==> src/rtl/adc_stream_pkg.sv <==
// Shared constants for the ADC stream FIFO slice: default widths, the
// drop-counter width and the full-FIFO policy encodings.
package adc_stream_pkg;

  // Default sample width and channel count for the top-level parameters.
  localparam int DEFAULT_DATA_W      = 32;
  localparam int DEFAULT_NUM_CH      = 4;
  localparam int DEFAULT_DEPTH_WORDS = 64;

  // Optional overflow counter: width and saturation value.
  localparam int                    DROP_CNT_W   = 16;
  localparam logic [DROP_CNT_W-1:0] DROP_CNT_MAX = '1;

  // Full-FIFO policy encodings for the DROP_OLDEST parameter.
  localparam int POLICY_REJECT_NEW  = 0;
  localparam int POLICY_DROP_OLDEST = 1;

  // A single-channel build still carries a 1-bit channel tag.
  function automatic int ch_width(input int num_ch);
    return (num_ch > 1) ? $clog2(num_ch) : 1;
  endfunction

endpackage : adc_stream_pkg

==> src/rtl/adc_fifo_ram.sv <==
// Storage array for the ADC stream FIFO: one synchronous write port and
// one asynchronous (combinational) read port.
module adc_fifo_ram #(
  parameter  int WIDTH  = 8,
  parameter  int DEPTH  = 16,
  localparam int ADDR_W = $clog2(DEPTH)
) (
  input  logic              clk,
  input  logic              wr_en_i,
  input  logic [ADDR_W-1:0] wr_addr_i,
  input  logic [WIDTH-1:0]  wr_data_i,
  input  logic [ADDR_W-1:0] rd_addr_i,
  output logic [WIDTH-1:0]  rd_data_o
);

  logic [WIDTH-1:0] mem_q [DEPTH];

  // Write the addressed entry on an accepted push.
  // NOTE: the array has no reset; validity is tracked by the FIFO count, so
  // clearing it would only add a wide reset network for no functional gain.
  always_ff @(posedge clk) begin
    if (wr_en_i) begin
      mem_q[wr_addr_i] <= wr_data_i;
    end
  end

  // Asynchronous read gives first-word-fall-through at the FIFO head.
  assign rd_data_o = mem_q[rd_addr_i];

endmodule : adc_fifo_ram

==> src/rtl/adc_stream_fifo_mc.sv <==
// Multi-channel ADC sample FIFO with first-word-fall-through output,
// selectable full policy (reject new / overwrite oldest), flush, watermark
// flag with rising-edge interrupt pulse and a sticky overrun flag.
// Optional feature macro: ADC_FIFO_DROP_COUNT_EN adds a saturating 16-bit
// overflow counter on output drop_count.
module adc_stream_fifo_mc
  import adc_stream_pkg::*;
#(
  parameter  int DATA_W      = DEFAULT_DATA_W,
  parameter  int DEPTH_WORDS = DEFAULT_DEPTH_WORDS,
  parameter  int NUM_CH      = DEFAULT_NUM_CH,
  parameter  int DROP_OLDEST = POLICY_REJECT_NEW,
  localparam int CH_W        = ch_width(NUM_CH),
  localparam int COUNT_W     = $clog2(DEPTH_WORDS + 1)
) (
  input  logic                  clk,
  input  logic                  rst_n,
  // Producer side
  input  logic                  push_valid,
  output logic                  push_ready,
  input  logic [DATA_W-1:0]     push_data,
  input  logic [CH_W-1:0]       push_ch,
  // Consumer side
  output logic                  pop_valid,
  input  logic                  pop_ready,
  output logic [DATA_W-1:0]     pop_data,
  output logic [CH_W-1:0]       pop_ch,
  // Control and status
  input  logic                  flush,
  input  logic [COUNT_W-1:0]    wm_level,
  output logic [COUNT_W-1:0]    level_words,
  output logic                  wm_flag,
  output logic                  wm_irq,
  output logic                  overrun_sticky,
  input  logic                  overrun_clear
`ifdef ADC_FIFO_DROP_COUNT_EN
  ,
  output logic [DROP_CNT_W-1:0] drop_count
`endif
);

  localparam int                 ADDR_W     = $clog2(DEPTH_WORDS);
  localparam int                 WORD_W     = DATA_W + CH_W;
  localparam logic [COUNT_W-1:0] FULL_COUNT = COUNT_W'(DEPTH_WORDS);
  localparam logic [COUNT_W-1:0] CNT_ONE    = COUNT_W'(1);
  localparam logic [ADDR_W-1:0]  PTR_ONE    = ADDR_W'(1);

  // Reject illegal geometries at elaboration time.
  if (DEPTH_WORDS < 2 || (DEPTH_WORDS & (DEPTH_WORDS - 1)) != 0) begin : g_bad_depth
    $fatal(1, "adc_stream_fifo_mc: DEPTH_WORDS must be a power of two and >= 2");
  end
  if (NUM_CH < 1) begin : g_bad_ch
    $fatal(1, "adc_stream_fifo_mc: NUM_CH must be >= 1");
  end
  if (DROP_OLDEST != POLICY_REJECT_NEW && DROP_OLDEST != POLICY_DROP_OLDEST) begin : g_bad_policy
    $fatal(1, "adc_stream_fifo_mc: DROP_OLDEST must be 0 or 1");
  end

  // State registers and their next-state values.
  logic [ADDR_W-1:0]  wr_ptr_q, wr_ptr_d;
  logic [ADDR_W-1:0]  rd_ptr_q, rd_ptr_d;
  logic [COUNT_W-1:0] count_q, count_d;
  logic               overrun_q, overrun_d;
  logic               wm_flag_q, wm_flag_d;
  logic               wm_irq_q, wm_irq_d;

  // Handshake and event decode.
  logic full;
  logic empty;
  logic push_fire;
  logic pop_fire;
  logic drop_head;
  logic overflow_evt;
  logic ram_we;
  logic [WORD_W-1:0] rd_word;

  assign full  = (count_q == FULL_COUNT);
  assign empty = (count_q == '0);

  // Overwrite-oldest always accepts; reject-new stalls the producer at full.
  assign push_ready = (DROP_OLDEST == POLICY_DROP_OLDEST) ? 1'b1 : !full;
  assign pop_valid  = !empty;

  assign push_fire = push_valid && push_ready;
  assign pop_fire  = pop_valid && pop_ready;

  // A push into a full FIFO with no pop frees the head slot by discarding it.
  assign drop_head = push_fire && full && !pop_fire;

  // A producer offering a word the FIFO cannot absorb without loss.
  assign overflow_evt = push_valid && full && !pop_fire && !flush;

  // Flush cancels the write as well as the pointer updates.
  assign ram_we = push_fire && !flush;

  // Pointer and occupancy next-state; flush wins over push and pop.
  // NOTE: every output of this block is given its hold value first so that
  // no path leaves a signal unassigned, which would otherwise infer a latch.
  always_comb begin
    wr_ptr_d = wr_ptr_q;
    rd_ptr_d = rd_ptr_q;
    count_d  = count_q;
    if (flush) begin
      wr_ptr_d = '0;
      rd_ptr_d = '0;
      count_d  = '0;
    end else begin
      if (push_fire) begin
        wr_ptr_d = wr_ptr_q + PTR_ONE;
      end
      if (pop_fire || drop_head) begin
        rd_ptr_d = rd_ptr_q + PTR_ONE;
      end
      if (push_fire && !pop_fire && !full) begin
        count_d = count_q + CNT_ONE;
      end else if (pop_fire && !push_fire) begin
        count_d = count_q - CNT_ONE;
      end
    end
  end

  // Status next-state: sticky overrun (set beats clear), watermark, edge pulse.
  always_comb begin
    overrun_d = overrun_q;
    if (overflow_evt) begin
      overrun_d = 1'b1;
    end else if (overrun_clear) begin
      overrun_d = 1'b0;
    end
    wm_flag_d = (wm_level != '0) && (count_d >= wm_level);
    wm_irq_d  = wm_flag_d && !wm_flag_q;
  end

  // Register pointers, occupancy and status flags.
  // NOTE: sequential state uses non-blocking assignments so every register
  // samples pre-edge values, independent of statement order.
  always_ff @(posedge clk or negedge rst_n) begin
    if (!rst_n) begin
      wr_ptr_q  <= '0;
      rd_ptr_q  <= '0;
      count_q   <= '0;
      overrun_q <= 1'b0;
      wm_flag_q <= 1'b0;
      wm_irq_q  <= 1'b0;
    end else begin
      wr_ptr_q  <= wr_ptr_d;
      rd_ptr_q  <= rd_ptr_d;
      count_q   <= count_d;
      overrun_q <= overrun_d;
      wm_flag_q <= wm_flag_d;
      wm_irq_q  <= wm_irq_d;
    end
  end

  assign level_words    = count_q;
  assign overrun_sticky = overrun_q;
  assign wm_flag        = wm_flag_q;
  assign wm_irq         = wm_irq_q;

`ifdef ADC_FIFO_DROP_COUNT_EN
  logic [DROP_CNT_W-1:0] drop_cnt_q, drop_cnt_d;

  // Saturating overflow counter; a same-cycle increment beats the clear.
  always_comb begin
    drop_cnt_d = drop_cnt_q;
    if (overflow_evt) begin
      if (drop_cnt_q != DROP_CNT_MAX) begin
        drop_cnt_d = drop_cnt_q + DROP_CNT_W'(1);
      end
    end else if (overrun_clear) begin
      drop_cnt_d = '0;
    end
  end

  // Register the overflow counter.
  always_ff @(posedge clk or negedge rst_n) begin
    if (!rst_n) begin
      drop_cnt_q <= '0;
    end else begin
      drop_cnt_q <= drop_cnt_d;
    end
  end

  assign drop_count = drop_cnt_q;
`endif

  // Sample storage: channel tag travels alongside its sample.
  adc_fifo_ram #(
    .WIDTH (WORD_W),
    .DEPTH (DEPTH_WORDS)
  ) u_ram (
    .clk       (clk),
    .wr_en_i   (ram_we),
    .wr_addr_i (wr_ptr_q),
    .wr_data_i ({push_ch, push_data}),
    .rd_addr_i (rd_ptr_q),
    .rd_data_o (rd_word)
  );

  assign {pop_ch, pop_data} = rd_word;

endmodule : adc_stream_fifo_mc

==> config.mk <==
export PLATFORM = sky130hd
export DESIGN_NAME = adc_stream_fifo_mc
export DESIGN_NICKNAME = d
export VERILOG_FILES = /design/src/rtl/adc_stream_pkg.sv /design/src/rtl/adc_fifo_ram.sv /design/src/rtl/adc_stream_fifo_mc.sv
export SDC_FILE = /design/constraint.sdc
export NUM_CORES = 2
export LEC_CHECK = 0
export CAP_MARGIN = 20
export CORE_ASPECT_RATIO = 1.5
export CORE_MARGIN = 1.5
export CORE_UTILIZATION = 55
export CTS_CLUSTER_DIAMETER = 80
export DETAILED_ROUTE_END_ITERATION = 8
export PLACE_DENSITY = 0.73
export SYNTH_ARGS = -nofsm -noshare
export SYNTH_HDL_FRONTEND = slang
export SYNTH_HIERARCHICAL = 1
export SYNTH_SLANG_ARGS = --single-unit
==> constraint.sdc <==
create_clock -name clk -period 4.5 [get_ports clk]
set_clock_uncertainty 0.1 [all_clocks]
set_input_delay 0.675 -clock clk [delete_from_list [all_inputs] [get_ports clk]]
set_output_delay 0.675 -clock clk [all_outputs]
set_load 0.005 [all_outputs]
Word level (Yosys, flattened, before mapping):

Memory sizes are Yosys's and may differ from the RTL's.
Index checks and enable logic that the tools add are counted.

* input bits: 47
* flip-flop bits (word level): 22
* bits in writable memories: 2176
* logic and storage cells: 49
* memories kept: 1

* eq/ne operators: 1
* mux-type cells: 11
* $lt $le $gt $ge: 1
* add/sub/neg operators: 4
* reduce and logical (&&, ||, !) cells: 25

Memories
* u_ram.mem_q: words 64, width 34, rd ports 1, clocked after Yosys merged registers in 0, write ports 1, line adc_fifo_ram.sv:16 `logic [WIDTH-1:0] mem_q [DEPTH];`

Operators with widths (number)
* $mux W6: 4
* $mux W7: 3
* $logic_and A1 B1 Y1: 13
* $add A6 B1 Y6 const B: 2
* $add A7 B1 Y7 const B: 1
* $eq A7 B7 Y1 const B: 1
* $ge A7 B7 Y1: 1
* $logic_not A7 Y1: 1
* $reduce_bool A7 Y1: 1
* $sub A7 B1 Y7 const B: 1
* $logic_not A1 Y1: 6
* $reduce_bool A2 Y1: 3
* $mux W1: 4
* $logic_or A1 B1 Y1: 1

Depth between registers and ports, before layout:

* depth in word-level cells: 11
* gate-level depth with buffers: 13
* depth with buffers taken out: 12

Cells and area by module:

Netlist, hierarchy kept.

Modules (own cells, without submodules)
* adc_fifo_ram: instances 1, seq. area each 65342.7 um^2, cells each 3710, area each 83093.4 um^2
* adc_stream_fifo_mc: instances 1, seq. area each 550.5 um^2, cells each 158, area each 1445.1 um^2

Least setup slack after synthesis:

OpenSTA, ideal clock, no wires.

* path kind: in2reg
* start: input port push_valid
* end: memory u_ram/mem_q[48][0] (netlist name), enable pin
* required time: 3933 ps
* setup time: 467 ps
* path buffers: 1
* path slack: -370 ps
* arrival: 4302 ps
* stages: 7
* cell sequence: clkbuf_1 inv_1 a31o_2 nor2_1 nor2b_1 nand4b_1 nor3_1

* cells in the longest elaborated chain, start to end: 4

Ends and longest elaborated chain
* from (decl): line adc_stream_fifo_mc.sv:19 `input logic push_valid,`
* $logic_and A1 B1 Y1: line adc_stream_fifo_mc.sv:84 `assign push_fire = push_valid && push_ready;`
* $logic_and A1 B1 Y1: line adc_stream_fifo_mc.sv:94 `assign ram_we = push_fire && !flush;`
* net ram_we: line adc_stream_fifo_mc.sv:74 `logic ram_we;`
* $mux W1: line adc_fifo_ram.sv:22 `if (wr_en_i) begin`
* $mux W1 (implied by the code): line adc_fifo_ram.sv:23 `mem_q[wr_addr_i] <= wr_data_i;`
* to (decl): line adc_fifo_ram.sv:16

The timed path passes the listed nets, and every way through them passes these cells.

Worst setup path after layout:

* start: register rd_ptr_q[0]
* end: output port pop_data[14]

* cells in the longest elaborated chain, start to end: 1

Ends and longest elaborated chain
* from (decl): line adc_stream_fifo_mc.sv:61 `logic [ADDR_W-1:0] rd_ptr_q, rd_ptr_d;`
* from (signal assigned): line adc_stream_fifo_mc.sv:147 `rd_ptr_q <= rd_ptr_d;`
* $mem_v2 Z64 W34
* to (decl): line adc_stream_fifo_mc.sv:26 `output logic [DATA_W-1:0] pop_data,`

No other way between the ends.

==> impl_metrics.toml <==
[clocking]
clock_path_buffers = 3
cts_tree = "yes"
cts_root_buf = "clkbuf_16"
clock_latency_ps = 840
cts_made_buffers = 183
htreeDepth = 4
path_clk_slew_ps = 60
cts_sinks = 2198

[worst_setup_path]
path_buf_inv = 6
r2r_cells = 8
cpLargestDelayFamily = "buffers and inverters"
slowest_stage = "dfrtp_4"
path_cells = "buf_12 > buf_12 > buf_16 > buf_16 > mux4_2 > o22ai_1 > nor2_2 > nand2_1 > a21oi_2 > buf_4 > clkdlybuf4s50_1"
start_kind = "flop"
worstSetupPathType = "reg2out"
crit_fanout = 14
rrSetupSlack_ps = 830
arrival_ps = 3730
required_ps = 3720
r2r_end = "u_ram/mem_q[48][18]"
critical-path-max-stage-delay_ps = 510
crit_path_end_kind = "output port"
r2r_start = "level_words[1]"

[placed_design]
place_area_um2 = 90300
pre_cts_slack_ps = 290
port_buffers = 92
place_congestion = 0.847
dp_hpwl_um = 130000

[hold_path]
min_path_type = "in2reg"
hold_end = "u_ram/mem_q[1][5]"
min-delay-start = "push_data[5]"
holdPathStages = 1

[die]
core_um2 = 153000
placementRows = 176
die_height_um = 483
initial_core_util_pct = 55.2
die_area_um2 = 156000
ioPinCount = 93
fp.dieW_um = 323

[synthesis]
ys_top_cells_by_count = "edfxtp_1, mux4_2, mux2i_1"
synthCells = 3868
syn_area_per_cell_um2 = 21.9
synth_cell_types = 60
yosys-top-cells-area = "edfxtp_1, mux4_2, mux2i_1"
synthFlopType = "edfxtp_1"
syn_nets = 3927
seq_area_frac_synth_pct = 77.9
yosys_warnings = 6
synth_area_um2 = 84500
synth_edf_count = 2176
ys_ff_latch = 2198
synth_top_area_share_pct = 77.3
synth_most_common_cell = "edfxtp_1"
async_flop_share_pct = 1.00
synth.largest_area_cell = "edfxtp_1"

[route]
postRouteAntennaNets = 0
wirelength_um = 231000
drt_iter0_markers = 6346
wl_per_cell_um = 35.6
via_per_inst = 6.72
route.detailed.drc = 0
firstDrtPassIters = 6
dr_total_vias = 43500

[finish]
utilization_pct = 64.4
design_area_um2 = 98500
area_delta_synth_final_pct = 16.6
fin_nets = 4328
drive_above_1_share_pct = 30.7

[timing]
fin_crit_ps = 4510
final.setup.worst_slack_ps = -8.51
fin_crit_sh_pct = 100
grt_setup_unrepaired = "true"
hold_violations = 0
setup_violations = 1
tns_ps = -8.51
finalMaxSlewViolations = 0
slew_headroom_pct = 25.8
worst_pin_slew_ps = 1110
max_freq_mhz = 222

[grt]
grt_max_degree = 82
grt_pass1_wl_um = 323000
track_usage_pct = 29.8
grt-ovfl-total = 0
globalRouteMet2Util_pct = 49.4
met3_usage_pct = 4.95
top_usage_layer = "met2"
gr-usage-met1_pct = 37.2
antenna_found_initial = 12
grt_pass1_vias = 44000

[power]
power.total_mw = 49.0
peakVddDrop_v = 0.000395
leakage_nw = 30.2
power_density_nw_per_um2 = 498

[outcome]
violations = "setup timing"
status = "finished, violations left"

[flow_run]
maxCapViolations = 0
==> final cells by class <==
class / count / area (µm²)
sequential: 2198 / 65900
fill: 9654 / 54500
multi-input combinational: 1436 / 18600
timing repair buffer: 437 / 5360
clock buffer: 233 / 4890
tap: 2047 / 2560
clock inverter: 107 / 1180
inverter: 13 / 48.8
antenna: 3 / 7.51
==> repair_timing <==
item | CTS | global route
hold buffers | 2 | 0
setup endpoints to repair | 34 | 26
hold endpoints to repair | 6 | 0
cloned | 16 | 3
buffers inserted | 24 | 8
gates resized for setup | 147 | 53
pin swaps | 24 | 27
==> how the worst max path moves through the flow <==
stage | start | to | cells after the start
final | rd_ptr_q[0] | pop_data[14] | 11
after detailed placement | push_valid | u_ram/mem_q[48][27] | 8
after CTS | rd_ptr_q[0] | pop_data[15] | 10
after global routing | rd_ptr_q[0] | pop_data[4] | 10
after floorplan | push_valid | u_ram/mem_q[62][0] | 7
after global placement | rd_ptr_q[2] | pop_data[6] | 8
==> layer usage <==
metal,vias up,part of all wire [%]
met5,-,0.014
met4,6,6.7
met3,632,9.5
met2,2929,51
met1,22800,33
li1,17200,-
==> registers in the layout, indices dropped and copies added, names as in the netlist <==
name,flops
level_words,7
overrun_sticky,1
rd_ptr_q,6
u_ram/mem_q,2176
wm_flag,1
wm_irq,1
wr_ptr_q,6
==> logic make-up after synthesis <==
kind of cell / after synthesis / share of synthesized area (%)
buf+inv: 234 / 1.44
fa+ha+maj: 12 / 0.178
simple gates: 405 / 2.33
xor+xnor: 9 / 0.0932
flops: 2198 / 77.9
mux: 682 / 15.1
compound gates: 328 / 2.87
==> through the flow <==
step	hold WS, ps	cells
after floorplan	279	3868
after global placement	401	6056
after detailed placement	387	6057
after CTS	69.3	6439
after global routing	12.6	6472
final	16.4	6474
==> layout by cell type, fill, tap and decap left out, types with 42 or more instances in the layout <==
cell type | synthesis | routed
mux2_2 | 56 | 55
clkbuf_16 | 0 | 190
nand2_1 | 86 | 85
edfxtp_1 | 2176 | 2176
nand3_1 | 76 | 76
o22ai_1 | 85 | 70
mux2i_1 | 152 | 138
nor2_4 | 0 | 64
mux4_2 | 472 | 472
nand4_1 | 51 | 51
clkbuf_1 | 94 | 42
buf_4 | 18 | 198
buf_12 | 0 | 91
==> power by group <==
part	internal, mW	leakage [nW]	total [mW]	switching, mW
logic	5.37	7.41	10.2	4.86
clock network	8.90	2.94	16.2	7.25
registers	22.6	19.9	22.7	0.0847
total	36.8	30.2	49.0	12.2
(Power assumes the default switching activity.)
